### src/rtl/wbgpio_driver_pkg.sv
`default_nettype none
// ============================================================================
// Module      : wbgpio_driver_pkg
// Description : Shared definitions for the Wishbone GPIO driver. Holds the
//               FSM state encoding, the timeout counter width, the bus
//               select constant, the set/clear-mask word field positions
//               and a helper that packs a mask/value pair into a bus word.
// Revision    : 1.0 - initial release
// ============================================================================
package wbgpio_driver_pkg;

    // FSM state encoding
    localparam int c_state_w = 2;
    localparam logic [c_state_w-1:0] c_st_idle = 2'd0;
    localparam logic [c_state_w-1:0] c_st_req  = 2'd1;
    localparam logic [c_state_w-1:0] c_st_wait = 2'd2;
    localparam logic [c_state_w-1:0] c_st_done = 2'd3;

    // Timeout counter width; covers TIMEOUT values up to 65536
    localparam int c_tmo_cnt_w = 16;

    // All byte lanes are always selected
    localparam logic [3:0] c_wb_sel_all = 4'hf;

    // Set/clear-mask word layout: mask in the upper half, value in the lower
    localparam int c_field_w   = 16;
    localparam int c_mask_msb  = 31;
    localparam int c_mask_lsb  = 16;
    localparam int c_value_msb = 15;
    localparam int c_value_lsb = 0;

    // Value bits outside the mask are forced to zero so the slave never sees
    // stray data in lanes it is told to leave alone.
    function automatic logic [31:0] pack_set_clear(
        input logic [c_field_w-1:0] mask,
        input logic [c_field_w-1:0] value
    );
        logic [31:0] word;
        word = '0;
        word[c_mask_msb:c_mask_lsb]   = mask;
        word[c_value_msb:c_value_lsb] = value & mask;
        return word;
    endfunction

endpackage
`default_nettype wire

### src/rtl/wbgpio_driver_timer.sv
`default_nettype none
// ============================================================================
// Module      : wbgpio_driver_timer
// Description : Loadable down-counter with an expired flag. The count sits
//               at zero once it gets there, so the expired flag stays high
//               until the next load.
// Revision    : 1.0 - initial release
// Ports       :
//   i_clk        in   1  clock, rising edge
//   i_reset_n    in   1  asynchronous active-low reset (count <- RESET_VAL)
//   i_load       in   1  load i_load_value (has priority over i_en)
//   i_load_value in   W  value to load
//   i_en         in   1  decrement enable
//   o_expired    out  1  count is zero
// ============================================================================
module wbgpio_driver_timer #(
    parameter int             W         = 16,
    parameter logic [W-1:0]   RESET_VAL = '0
) (
    input  logic         i_clk,
    input  logic         i_reset_n,
    input  logic         i_load,
    input  logic [W-1:0] i_load_value,
    input  logic         i_en,
    output logic         o_expired
);

    logic [W-1:0] r_count;

    always_ff @(posedge i_clk or negedge i_reset_n) begin
        if (!i_reset_n) begin
            r_count <= RESET_VAL;
        end else if (i_load) begin
            r_count <= i_load_value;
        end else if (i_en && (r_count != '0)) begin
            r_count <= r_count - 1'b1;
        end
    end

    assign o_expired = (r_count == '0);

endmodule
`default_nettype wire

### src/rtl/wbgpio_driver.sv
`default_nettype none
// ============================================================================
// Module      : wbgpio_driver
// Description : Pipelined Wishbone B4 initiator driving a remote GPIO
//               register in set/clear-mask format ({mask, value & mask}).
//               Serves single read/write commands from local logic. With
//               WBGPIO_DRIVER_POLL_EN defined it also polls the register
//               and pulses o_int when the input half changes.
// Revision    : 1.0 - initial release
// Config      : WBGPIO_DRIVER_POLL_EN - enables the periodic input poll
// Ports       :
//   i_clk, i_reset_n                  clock, async active-low reset
//   i_cmd_valid/o_cmd_ready           command handshake (ready only in IDLE)
//   i_cmd_we, i_cmd_mask, i_cmd_value command fields
//   o_wb_cyc/stb/we/addr/data/sel     Wishbone request side
//   i_wb_stall/ack/err/data           Wishbone response side
//   o_rsp_valid/err/data              one-cycle command completion report
//   o_gpio_in, o_int                  polled input half and change pulse
// ============================================================================
module wbgpio_driver
    import wbgpio_driver_pkg::*;
#(
    parameter int            AW          = 30,
    parameter logic [AW-1:0] GPIO_ADDR   = '0,
    parameter int            TIMEOUT     = 1024,
    parameter int            POLL_CYCLES = 100000
) (
    input  logic                 i_clk,
    input  logic                 i_reset_n,
    input  logic                 i_cmd_valid,
    output logic                 o_cmd_ready,
    input  logic                 i_cmd_we,
    input  logic [c_field_w-1:0] i_cmd_mask,
    input  logic [c_field_w-1:0] i_cmd_value,
    output logic                 o_wb_cyc,
    output logic                 o_wb_stb,
    output logic                 o_wb_we,
    output logic [AW-1:0]        o_wb_addr,
    output logic [31:0]          o_wb_data,
    output logic [3:0]           o_wb_sel,
    input  logic                 i_wb_stall,
    input  logic                 i_wb_ack,
    input  logic                 i_wb_err,
    input  logic [31:0]          i_wb_data,
    output logic                 o_rsp_valid,
    output logic                 o_rsp_err,
    output logic [31:0]          o_rsp_data,
    output logic [c_field_w-1:0] o_gpio_in,
    output logic                 o_int
);

    localparam logic [c_tmo_cnt_w-1:0] c_tmo_load = c_tmo_cnt_w'(TIMEOUT - 1);

    logic [c_state_w-1:0] r_state;
    logic [c_state_w-1:0] w_next_state;
    logic                 w_accept;
    logic                 w_poll_start;
    logic                 w_finish;
    logic                 w_fin_err;
    logic                 w_fin_ok;
    logic                 w_poll_due;
    logic                 w_tmo_expired;
    logic                 w_bus_busy;

    logic                 r_we;
    logic                 r_is_poll;
    logic                 r_err;
    logic [31:0]          r_wb_data;
    logic [31:0]          r_rd_data;
    logic                 r_rsp_valid;
    logic                 r_rsp_err;
    logic [31:0]          r_rsp_data;

    assign w_bus_busy = (r_state == c_st_req) || (r_state == c_st_wait);

    // Bus-phase timeout: reloaded whenever CYC is low, so its first count
    // lands on the CYC rise and expiry falls on the TIMEOUT-th CYC cycle.
    wbgpio_driver_timer #(
        .W         (c_tmo_cnt_w),
        .RESET_VAL (c_tmo_load)
    ) u_tmo_timer (
        .i_clk        (i_clk),
        .i_reset_n    (i_reset_n),
        .i_load       (!w_bus_busy),
        .i_load_value (c_tmo_load),
        .i_en         (w_bus_busy),
        .o_expired    (w_tmo_expired)
    );

    // ------------------------------------------------------------------
    // Next-state logic
    // ------------------------------------------------------------------
    always_comb begin
        w_next_state = r_state;
        w_accept     = 1'b0;
        w_poll_start = 1'b0;
        w_finish     = 1'b0;
        w_fin_err    = 1'b0;
        w_fin_ok     = 1'b0;
        case (r_state)
            c_st_idle: begin
                // A command beats a due poll; the poll timer holds at zero
                // so the poll goes out as soon as we are idle again.
                if (i_cmd_valid) begin
                    w_accept     = 1'b1;
                    w_next_state = c_st_req;
                end else if (w_poll_due) begin
                    w_poll_start = 1'b1;
                    w_next_state = c_st_req;
                end
            end
            c_st_req: begin
                // ACK/ERR only count once the strobe is actually accepted
                if (!i_wb_stall && (i_wb_ack || i_wb_err)) begin
                    w_finish     = 1'b1;
                    w_fin_err    = i_wb_err;
                    w_fin_ok     = !i_wb_err;
                    w_next_state = c_st_done;
                end else if (w_tmo_expired) begin
                    w_finish     = 1'b1;
                    w_fin_err    = 1'b1;
                    w_next_state = c_st_done;
                end else if (!i_wb_stall) begin
                    w_next_state = c_st_wait;
                end
            end
            c_st_wait: begin
                if (i_wb_ack || i_wb_err) begin
                    w_finish     = 1'b1;
                    w_fin_err    = i_wb_err;
                    w_fin_ok     = !i_wb_err;
                    w_next_state = c_st_done;
                end else if (w_tmo_expired) begin
                    w_finish     = 1'b1;
                    w_fin_err    = 1'b1;
                    w_next_state = c_st_done;
                end
            end
            c_st_done: begin
                w_next_state = c_st_idle;
            end
            default: begin
                w_next_state = c_st_idle;
            end
        endcase
    end

    // ------------------------------------------------------------------
    // State, request and response registers
    // ------------------------------------------------------------------
    always_ff @(posedge i_clk or negedge i_reset_n) begin
        if (!i_reset_n) begin
            r_state     <= c_st_idle;
            r_we        <= 1'b0;
            r_is_poll   <= 1'b0;
            r_err       <= 1'b0;
            r_wb_data   <= '0;
            r_rd_data   <= '0;
            r_rsp_valid <= 1'b0;
            r_rsp_err   <= 1'b0;
            r_rsp_data  <= '0;
        end else begin
            r_state     <= w_next_state;
            r_rsp_valid <= 1'b0;
            r_rsp_err   <= 1'b0;

            if (w_accept) begin
                r_we      <= i_cmd_we;
                r_is_poll <= 1'b0;
                r_wb_data <= i_cmd_we ? pack_set_clear(i_cmd_mask, i_cmd_value) : '0;
            end else if (w_poll_start) begin
                r_we      <= 1'b0;
                r_is_poll <= 1'b1;
                r_wb_data <= '0;
            end

            if (w_finish) begin
                r_err     <= w_fin_err;
                r_rd_data <= w_fin_ok ? i_wb_data : '0;
            end

            // Response is reported the cycle after DONE; polls are silent
            if ((r_state == c_st_done) && !r_is_poll) begin
                r_rsp_valid <= 1'b1;
                r_rsp_err   <= r_err;
                r_rsp_data  <= (r_we || r_err) ? '0 : r_rd_data;
            end
        end
    end

`ifdef WBGPIO_DRIVER_POLL_EN
    localparam int               c_poll_w    = $clog2(POLL_CYCLES);
    localparam logic [c_poll_w-1:0] c_poll_load = c_poll_w'(POLL_CYCLES - 1);

    logic                 w_poll_expired;
    logic [c_field_w-1:0] r_gpio_in;
    logic                 r_int;

    // Counts IDLE cycles only and restarts after every poll, whether the
    // poll succeeded or was dropped.
    wbgpio_driver_timer #(
        .W         (c_poll_w),
        .RESET_VAL (c_poll_load)
    ) u_poll_timer (
        .i_clk        (i_clk),
        .i_reset_n    (i_reset_n),
        .i_load       ((r_state == c_st_done) && r_is_poll),
        .i_load_value (c_poll_load),
        .i_en         (r_state == c_st_idle),
        .o_expired    (w_poll_expired)
    );

    assign w_poll_due = w_poll_expired;

    // Comparing against the reset value of zero makes the first poll pulse
    // o_int whenever the input half is nonzero.
    always_ff @(posedge i_clk or negedge i_reset_n) begin
        if (!i_reset_n) begin
            r_gpio_in <= '0;
            r_int     <= 1'b0;
        end else begin
            r_int <= 1'b0;
            if (w_fin_ok && r_is_poll) begin
                r_gpio_in <= i_wb_data[c_mask_msb:c_mask_lsb];
                r_int     <= (i_wb_data[c_mask_msb:c_mask_lsb] != r_gpio_in);
            end
        end
    end

    assign o_gpio_in = r_gpio_in;
    assign o_int     = r_int;
`else
    assign w_poll_due = 1'b0;
    assign o_gpio_in  = '0;
    assign o_int      = 1'b0;
`endif

    assign o_cmd_ready = (r_state == c_st_idle);
    assign o_wb_cyc    = w_bus_busy;
    assign o_wb_stb    = (r_state == c_st_req);
    assign o_wb_we     = r_we;
    assign o_wb_addr   = GPIO_ADDR;
    assign o_wb_data   = r_wb_data;
    assign o_wb_sel    = c_wb_sel_all;
    assign o_rsp_valid = r_rsp_valid;
    assign o_rsp_err   = r_rsp_err;
    assign o_rsp_data  = r_rsp_data;

endmodule
`default_nettype wire

### config.mk
export PLATFORM = sky130hd
export DESIGN_NAME = wbgpio_driver
export DESIGN_NICKNAME = d
export VERILOG_FILES = /design/src/rtl/wbgpio_driver_pkg.sv /design/src/rtl/wbgpio_driver_timer.sv /design/src/rtl/wbgpio_driver.sv
export SDC_FILE = /design/constraint.sdc
export NUM_CORES = 1
export LEC_CHECK = 0
export ABC_AREA = 1
export CAP_MARGIN = 0
export CORE_ASPECT_RATIO = 1.75
export CORE_MARGIN = 1.5
export CORE_UTILIZATION = 41
export CTS_CLUSTER_SIZE = 20
export DETAILED_ROUTE_END_ITERATION = 8
export GPL_TIMING_DRIVEN = 0
export PLACE_DENSITY = 0.77
export SETUP_SLACK_MARGIN = 0.15
export SLEW_MARGIN = 20
export SYNTH_ARGS = -nofsm -noshare
export SYNTH_HDL_FRONTEND = slang
export SYNTH_SLANG_ARGS = --single-unit
### constraint.sdc
create_clock -name i_clk -period 1.6 [get_ports i_clk]
set_clock_uncertainty 0.15 [all_clocks]
set_input_delay 0.24 -clock i_clk [delete_from_list [all_inputs] [get_ports i_clk]]
set_output_delay 0.24 -clock i_clk [all_outputs]
set_load 0.02 [all_outputs]
==> flow_summary.toml <==
[outcome]
status = "complete, but fails checks"
violations = "negative setup slack"

[cells_and_area]
drive_above_1_share_pct = 49.1
stdcell_area_mm2 = 0.00957
instances_no_fill = 1031
antenna_cells = 0
fin_util_pct = 73.6
area_delta_synth_final_pct = 74.0
ff_latch_area_mm2 = 0.00297
multi_input_area_mm2 = 0.00266
final_nets = 926
n_fill_cell = 810

[floorplanning]
dieHeight_um = 156
core_area_mm2 = 0.0130
dieArea_mm2 = 0.0141
initial_core_util_pct = 42.3
die_x_um = 90.5
row_count = 55
io_pins = 192

[timing]
slew_violations = 0
setup_violations = 87
finalHoldViolCount = 0
min_period_ns = 1.91
rsz0062_at_grt = "yes"
setup_tns_ns = -8.67
fin_ws_ns = -0.314
fmax_ghz = 0.522
fin_crit_sh_pct = 120

[synth]
ys.flop_type = "dfrtp_1"
synthCells = 577
syn_avg_cell_area_um2 = 9.53
ys_seq_area_share_pct = 53.9
synth-seq-cells = 118
yosysWarnings = 0
synth_edf_count = 0
synth.distinct_cells = 36
netlist_area_mm2 = 0.00550
async_reset_ff_share_pct = 100

[clock_network]
cts_buffer_depth = 2
path_clk_slew_ns = 0.06
clock_sinks = 118
cts_root_buffer = "clkbuf_16"
ctsHtreeMaxLevel = 4
cts_buffers = 17
cts_tree = "done"
clk_latency_ns = 0.42

[routing]
ant_nets = 0
routed_wl_mm = 21.6
drt-vias-per-instance = 5.38
dr.pass1.iters = 6
drc = 0
post_drt_wl_per_cell_um = 21.0
vias = 5546
drt_iter0_drc = 340

[grt]
grt_pass1_wl_mm = 30.2
antenna_found_initial = 0
grt_max_degree = 72
track_usage_pct = 28.2
grt_pass1_vias = 5649
use_met3_pct = 5.36
overflow = 0
met1_usage_pct = 26.9
globalRouteMet2Util_pct = 55.5
top_usage_layer = "met2"

[placed_design]
dp.cells = 938
place.detailed.hpwl_mm = 11.0
gp_congestion = 0.907
placed_area_mm2 = 0.00745
place_ws_ns = -0.312
io_buffers = 140

[setup_path]
end_kind = "register"
worstPathArrival_ns = 2.06
path_class = "register to register"
path_max_fanout = 5
path_cells = "inv_4, ha_2, inv_1, nor2_1, nand2_1, xor2_1, nor3_2"
cp.buffers_inverters = 2
cp-start-kind = "register"
crit_path_max_incr_delay_ns = 0.38
cp_data_required_time_ns = 1.75
crit_path_top_delay_cell = "dfstp_2"
path_delay_family = "simple AND/OR/NAND/NOR gates"

[power]
clockPowerShare_pct = 21.5
p_int_mw = 10.6
p_sw_share_pct = 40.7
vdd_drop_max_mv = 1.34
p_per_area_mw_per_mm2 = 1870
comb_power_share_pct = 49.2
power.leakage_nw = 4.57
switching_power_mw = 7.26
seq_power_share_pct = 29.2

[job]
cap_violations = 0

[hold_path]
hold_path.class = "input port to asynchronous set/reset pin"
[logic make-up after synthesis]
logic type | Yosys count | share of synthesized area (%)
XOR/XNOR | 8 | 1.27
flip-flops | 118 | 53.9
other | 2 | 0.137
AO/OA/AOI/OAI | 114 | 13.4
buffers and inverters | 165 | 15.1
adder cells (fa/ha/maj) | 6 | 1.37
AND/OR/NAND/NOR | 164 | 14.8
[power by group through the flow]
stage / sequential (mW) / combinational [mW] / clock [mW]
floorplan: 5.80 / 2.69 / 0
global placement: 4.94 / 6.14 / 0
detailed placement: 5.01 / 6.25 / 0
CTS: 5.07 / 8.20 / 3.81
global route: 5.32 / 9.20 / 3.98
finish: 5.22 / 8.79 / 3.85
[worst register-to-register path, delay by kind of cell (launching register included)]
family        cells  cell delay (ns)
xor+xnor          1             0.17
buf+inv           2             0.17
fa+ha+maj         1             0.26
simple gates      3             0.66
flops             1             0.38
[cell usage in the layout (no fill, tap or decap), drive strengths merged, types with 8 or more instances in the layout]
cell and n:
a32o 16, nand2 47, nor2 31, nor3 9, o21ai 72, nand3 77
conb 51, clkbuf 40, a22o 16, dfstp 10, inv 86, clkdlybuf4s15 8
buf 183, dfrtp 108, clkdlybuf4s50 69
[sequential cells by signal, summed over array words and instances, names as in the netlist]
name and count:
o_rsp_data 32, o_rsp_valid 1, o_wb_we 1, r_err 1, u_tmo_timer.r_count 16, r_state 2, r_rd_data 32, o_rsp_err 1
o_wb_data 32
[metal layers]
| layer | share of wire, % | up-vias |
|---|---|---|
| met2 | 55 | 376 |
| met4 | 6.3 | 0 |
| met1 | 31 | 2702 |
| met3 | 7.1 | 117 |
| met5 | 0 | - |
| li1 | - | 2351 |
[synth_stat cells (2+ instances only)]
cell | number | area [µm²]
a22o_1 | 16 | 140
buf_4 | 51 | 383
dfrtp_1 | 108 | 2700
ha_1 | 6 | 75.1
o21ai_0 | 41 | 205
nor2_1 | 23 | 86.3
inv_1 | 85 | 319
nor2_2 | 5 | 31.3
xnor2_1 | 3 | 26.3
dfstp_2 | 10 | 263
buf_2 | 10 | 50.1
nor3_1 | 6 | 30.0
nand2_1 | 44 | 165
a32o_1 | 16 | 160
xor2_1 | 5 | 43.8
clkbuf_1 | 16 | 60.1
o21ai_1 | 30 | 150
nand3_1 | 74 | 370
o21a_1 | 2 | 15.0
conb_1 | 2 | 7.51
nor2_4 | 2 | 22.5
a21oi_1 | 4 | 20.0
nor3_2 | 3 | 30.0
inv_2 | 2 | 7.51
nand2_2 | 2 | 12.5
[final cells by class]
class	count	area share, %
sequential	118	31.0
multi-input combinational	344	27.8
timing repair buffer	203	20.4
buffer	78	8.84
clock buffer	21	4.71
inverter	87	3.64
tap	171	2.24
clock inverter	9	1.35
[worst paths after layout]
check / cells after the start / slack, ns / end / startpoint
setup / recovery: 7 / -0.31 / u_tmo_timer.r_count[14]$_DFFE_PN0P_ / u_tmo_timer.r_count[0]$_DFFE_PN1P_
hold / removal: 2 / 0.19 / o_wb_data[3]$_DFFE_PN0P_ / i_reset_n
setup reg to reg: 7 / -0.31 / u_tmo_timer.r_count[14]$_DFFE_PN0P_ / u_tmo_timer.r_count[0]$_DFFE_PN1P_
hold reg to reg: 1 / 0.34 / o_wb_data[8]$_DFFE_PN0P_ / o_wb_data[8]$_DFFE_PN0P_
max in group asynchronous: 3 / 0.35 / u_tmo_timer.r_count[7]$_DFFE_PN1P_ / i_reset_n
min in group i_clk: 3 / 0.22 / r_rd_data[19]$_DFFE_PN0P_ / i_wb_data[19]
[through the flow]
step / total power, mW / hold slack [ns]
after floorplan: 8.49 / -0.206
after global placement: 11.1 / 0.324
after detailed placement: 11.3 / 0.0544
after CTS: 17.1 / 0.197
after global routing: 18.5 / 0.221
final: 17.9 / 0.191
[what timing repair did]
action / 4_1_cts / 5_1_grt
setup buffers: 25 / 16
cloned: 19 / 2
endpoints found under the setup margin: 187 / 151
hold buffers: 1 / 0
pin swaps: 39 / 27
gates resized for setup: 465 / 120
endpoints found under the hold margin: 47 / 0
No activity file was read; power rests on OpenSTA's default activity.
